**src/rtl/uninasoc_irq_gateway.sv**
```systemverilog
// Platform interrupt gateway for a single hart. It synchronises the interrupt lines,
// tracks a pending/in-service state per source, and arbitrates by priority with a claim/complete handshake.
module uninasoc_irq_gateway #(
    parameter int NUM_SOURCES = 32,
    parameter int PRIO_WIDTH  = 3,
    parameter int ID_WIDTH    = $clog2(NUM_SOURCES)
) (
    input  logic                             clock_i,
    input  logic                             reset_ni,
    input  logic [NUM_SOURCES-1:0]           irq_src_i,
    input  logic [NUM_SOURCES-1:0]           edge_mode_i,
    input  logic [NUM_SOURCES-1:0]           enable_i,
    input  logic [NUM_SOURCES*PRIO_WIDTH-1:0] prio_i,
    input  logic [PRIO_WIDTH-1:0]            threshold_i,
    input  logic                             claim_i,
    output logic                             claim_valid_o,
    output logic [ID_WIDTH-1:0]              claim_id_o,
    input  logic                             complete_i,
    input  logic [ID_WIDTH-1:0]              complete_id_i,
    output logic [NUM_SOURCES-1:0]           pending_o,
    output logic                             irq_o
);

    typedef enum logic [1:0] {
        IDLE    = 2'd0,
        PENDING = 2'd1,
        SERVICE = 2'd2
    } src_state_e;

    src_state_e state_q [NUM_SOURCES];
    src_state_e state_d [NUM_SOURCES];

    logic [NUM_SOURCES-1:0] sync1_q, sync2_q, sync3_q;
    logic [NUM_SOURCES-1:0] edge_seen_q, edge_seen_d;
    logic [NUM_SOURCES-1:0] rise, trig;
    logic [ID_WIDTH-1:0]    best_id;
    logic [PRIO_WIDTH-1:0]  best_prio;
    logic                   found;
    logic                   claim_take;

    always_ff @(posedge clock_i or negedge reset_ni) begin
        if (!reset_ni) begin
            sync1_q <= '0;
            sync2_q <= '0;
            sync3_q <= '0;
        end else begin
            sync1_q <= irq_src_i;
            sync2_q <= sync1_q;
            sync3_q <= sync2_q;
        end
    end

    assign rise = sync2_q & ~sync3_q;
    assign trig = (edge_mode_i & rise) | (~edge_mode_i & sync2_q);

    // Ascending scan with a strict compare, so equal priorities resolve to the lowest ID.
    always_comb begin
        best_id   = '0;
        best_prio = '0;
        found     = 1'b0;
        for (int k = 0; k < NUM_SOURCES; k++) begin
            if (state_q[k] == PENDING && enable_i[k] &&
                prio_i[k*PRIO_WIDTH +: PRIO_WIDTH] > threshold_i) begin
                if (!found || prio_i[k*PRIO_WIDTH +: PRIO_WIDTH] > best_prio) begin
                    found     = 1'b1;
                    best_prio = prio_i[k*PRIO_WIDTH +: PRIO_WIDTH];
                    best_id   = ID_WIDTH'(k);
                end
            end
        end
    end

    assign claim_take = claim_i && found;

    // An edge arriving in the same cycle as the completion counts as the one remembered edge.
    always_comb begin
        for (int k = 0; k < NUM_SOURCES; k++) begin
            state_d[k]     = state_q[k];
            edge_seen_d[k] = edge_seen_q[k];
            pending_o[k]   = (state_q[k] == PENDING);
            case (state_q[k])
                IDLE: begin
                    if (trig[k]) state_d[k] = PENDING;
                end
                PENDING: begin
                    if (rise[k]) edge_seen_d[k] = 1'b1;
                    if (claim_take && best_id == ID_WIDTH'(k)) state_d[k] = SERVICE;
                end
                SERVICE: begin
                    if (complete_i && complete_id_i == ID_WIDTH'(k)) begin
                        edge_seen_d[k] = 1'b0;
                        if (edge_seen_q[k] || rise[k] || (!edge_mode_i[k] && sync2_q[k]))
                            state_d[k] = PENDING;
                        else
                            state_d[k] = IDLE;
                    end else if (rise[k]) begin
                        edge_seen_d[k] = 1'b1;
                    end
                end
                default: begin
                    state_d[k]     = IDLE;
                    edge_seen_d[k] = 1'b0;
                end
            endcase
        end
        state_d[0]     = IDLE;
        edge_seen_d[0] = 1'b0;
    end

    always_ff @(posedge clock_i or negedge reset_ni) begin
        if (!reset_ni) begin
            for (int k = 0; k < NUM_SOURCES; k++) state_q[k] <= IDLE;
            edge_seen_q   <= '0;
            irq_o         <= 1'b0;
            claim_valid_o <= 1'b0;
            claim_id_o    <= '0;
        end else begin
            for (int k = 0; k < NUM_SOURCES; k++) state_q[k] <= state_d[k];
            edge_seen_q   <= edge_seen_d;
            irq_o         <= found;
            claim_valid_o <= claim_i;
            if (claim_i) claim_id_o <= best_id;
        end
    end

endmodule
```
**config.mk**
```make
export PLATFORM = sky130hd
export DESIGN_NAME = uninasoc_irq_gateway
export DESIGN_NICKNAME = d
export VERILOG_FILES = /design/src/rtl/uninasoc_irq_gateway.sv
export SDC_FILE = /design/constraint.sdc
export NUM_CORES = 1
export LEC_CHECK = 0
export BUFFER_PORTS_ARGS = -buffer_cell sky130_fd_sc_hd__buf_2
export CAP_MARGIN = 40
export CORE_UTILIZATION = 55
export DETAILED_ROUTE_END_ITERATION = 6
export MAX_ROUTING_LAYER = met4
export PLACE_DENSITY = 0.81
export SYNTH_ARGS = -nofsm -noshare
export SYNTH_HDL_FRONTEND = slang
export SYNTH_SLANG_ARGS = --single-unit
```
**constraint.sdc**
```tcl
create_clock -name clock_i -period 94.8 [get_ports clock_i]
set_clock_uncertainty 0.2 [all_clocks]
set_input_delay 14.22 -clock clock_i [delete_from_list [all_inputs] [get_ports clock_i]]
set_output_delay 14.22 -clock clock_i [all_outputs]
set_load 0.02 [all_outputs]
```
==> metrics.md <==
| Metric | Value |
|---|---|
| CTS tree | `done` |
| Number of port buffers | `235` |
| Commonest cells post-synth | `ha_1, dfrtp_1, nand2_1` |
| Pwr dens | `39.6 mW/mm2` |
| Gp weighted congestion | `0.931` |
| Cell Rows | `65` |
| Post-Syn Area | `0.0178 mm2` |
| Cell Count Post-Placement | `2629` |
| Fillers | `2732` |
| DRT iter0 DRCs | `1085` |
| Sequential cell area | `0.00483 mm2` |
| DRT Pass-1 Iters | `5` |
| Result of the run | `completed` |
| Adder-cell share of the synthesized area | `20.3%` |
| Least-Margin Pin Slew | `0.924 ns` |
| Vias | `16300` |
| Max-slew violation count | `0` |
| CP Launch Type | `primary input` |
| Met1 usage | `38.2%` |
| Share of post-route cells with drive strength above 1 | `16.0%` |
| Critical path's largest stage delay | `0.74 ns` |
| Worst setup path class | `in -> reg` |
| Critical path's slowest cell | `o41ai_1` |
| Multiplexer share of the synthesized area | `2.40%` |
| Vias in the first global route | `15900` |
| Die area | `0.0331 mm2` |
| Library cells used by synthesis | `109` |
| Die H | `182 um` |
| F_max | `0.0156 GHz` |
| Final worst path period need | `64.20 ns` |
| Rel. slew slack | `37.6%` |
| GRT Total Usage | `29.8%` |
| Avg WL per Cell | `17.9 um` |
| CP dominant cell by count | `ha_1` |
| WP data required | `94.91 ns` |
| Worst Hold Class | `reg -> reg` |
| Count leader, synth | `ha_1` |
| Post-synthesis simple-gate area fraction | `17.7%` |
| Ys flop type | `dfrtp_1` |
| Clk root buf | `clkbuf_16` |
| Dpl hpwl | `38300 um` |
| ANT nets after route | `0` |
| Post-CTS Hold Buffers | `0` |
| Yosys top cell area share | `27.1%` |
| H-tree Lvls | `4` |
| Worst Path Arrival | `64.31 ns` |
| Critical path fanouts, max | `16` |
| Worst-Skew Late Latency | `0.43 ns` |
| Post-synthesis compound-gate area fraction | `27.5%` |
| Post-DP Area | `0.0194 mm2` |
| Clock-pin slew on the worst setup and hold paths | `0.07 ns` |
| Clk buf depth | `2` |
| Leading area contributor after synthesis | `dfrtp_1` |
| Core area | `0.0317 mm2` |
| Largest net degree at the start of global routing | `80` |
| Final instance area | `0.0199 mm2` |
| EDFF count, synth | `0` |
| Synth warn | `0` |
| Layout Area Growth over Synthesis | `11.7%` |
| IO Pins | `243` |
| Cts bufs inserted | `17` |
| Initial Utilization | `56.2%` |
| Busiest grt layer | `met2` |
| First-pass GRT wire length | `77600 um` |
| Mean post-synth cell area | `8.83 um2` |
| GR Util met3 | `3.07%` |
| Initial antenna violation count | `3` |
| Setup Fix Bufs, Post-CTS | `0` |
| Setup TNS | `0 ns` |
| Largest family of logic cells by synthesized area | `compound AO/OA/AOI/OAI gates` |
| Max Cap Violations | `0` |
| Post-CTS Resized | `0` |
| Met2 Use GR | `49.5%` |
| DR vias/cell | `6.12` |
| Fin crit share | `67.7%` |
| Synth top area cells | `dfrtp_1, ha_1, a21oi_1` |
| FFs w/ async S/R, synth | `100%` |
| GRT Residual Overflow | `0` |
| Multi-input logic area | `0.0121 mm2` |
| Lkg Pwr | `0.00994 uW` |
| Unrepaired setup endpoints after global routing | `false` |
| Final nets | `2737` |
| Post-synthesis cell count | `2020` |
| Synth Area in XOR/XNOR | `0%` |
| Synth Net Count | `2511` |
| Total Routed Length | `47700 um` |
| Sequential area share after synthesis | `27.1%` |
| Post-Layout Cell Count | `2665` |
| Final Hold Vio Count | `0` |
| #FFs+latches synth | `193` |
| Die Width | `182 um` |
| Worst vdd ir | `0.0242 mV` |
| Final setup vio count | `0` |
| Crit end category | `flop` |
| # DRC | `0` |
| Clk sink count | `193` |
[final timing paths]
path                       cells past startpoint           to  slack [ns]            from
min reg2reg                                    0  sync2_q[17]        0.15     sync1_q[17]
max                                          228  state_q[46]       30.60  threshold_i[1]
max in group asynchronous                      4   state_q[7]       79.45        reset_ni
max reg2reg                                  225  state_q[46]       44.57     state_q[61]
min in group asynchronous                      1  sync3_q[29]       13.51        reset_ni
min                                            0  sync2_q[17]        0.15     sync1_q[17]
[metal layers]
metal | wire length, um | part of all wire [%] | up-vias
met2 | 22600 | 47 | 501
met3 | 2000 | 4.2 | 98
met4 | 1270 | 2.7 | 0
met5 | 0 | 0 | -
met1 | 21800 | 46 | 7835
li1 | - | - | 7885
[cells in the final DEF, fill, tap and decap left out, drive strengths merged, types with 11 or more instances in the layout]
cell and instances:
or2 11, o211ai 26, and2 19, o21a 76
clkbuf 20, o211a 12, nand2b 63, nand2 187
nand4 13, nor3 31, inv 171, mux2 33
nor3b 29, o22a 40, a211oi 23, nor2b 30
o31ai 22, buf 245, dfrtp 193, nand3 52
a211o 11, nor2 143, a311oi 15, ha 287
a31oi 33, a21o 61, o21ai 105, a21oi 146
[power by group]
part | switching (uW) | internal [uW]
registers | 16.6 | 103
clock network | 33.6 | 34.6
logic | 364 | 238
[final cells by class]
| cell class | count | share of cell area, % |
|---|---|---|
| multi-input cells | 1623 | 60.7 |
| diodes | 4 | 0.0502 |
| clock buffers | 19 | 2.17 |
| repair buffers | 246 | 6.55 |
| inverters | 165 | 3.11 |
| flip-flops and latches | 193 | 24.2 |
| clock inverters | 13 | 0.609 |
| well taps | 402 | 2.52 |
[worst max-delay path: cells and delay by family]
kind	cells	cell delay, ns
fa+ha+maj	32	9.42
buf+inv	11	1.03
simple gates	56	8.17
compound gates	123	29.49
mux	6	1.89
[stage by stage]
| step | hold WS [ns] | util, % | power [uW] | setup slack, ns |
|---|---|---|---|---|
| after global placement | 0.133 | 60.8 | 678 | 32.52 |
| after detailed placement | 0.135 | 61.0 | 707 | 31.20 |
| after CTS | 0.151 | 62.8 | 780 | 31.43 |
| final | 0.150 | 62.8 | 789 | 30.60 |
| after global routing | 0.153 | 62.8 | 858 | 26.83 |
| after floorplan | 0.131 | - | 572 | 37.61 |
[cells by family (layout without fill, tap and decap cells)]
| logic type | after synthesis | count (layout) |
|---|---|---|
| and+or+nand+nor | 622 | 622 |
| DFF | 193 | 193 |
| buffers and inverters | 204 | 443 |
| muxes | 37 | 37 |
| adders and majority gates | 289 | 289 |
| other | 1 | 5 |
| AOI/OAI and AO/OA | 674 | 674 |
[flip-flops by register name (all words and copies together) (netlist names)]
name           count
state_q           62
edge_seen_q       31
sync1_q           31
sync2_q           31
sync3_q           31
claim_id_o         5
claim_valid_o      1
irq_o              1
(Power assumes the default switching activity.)
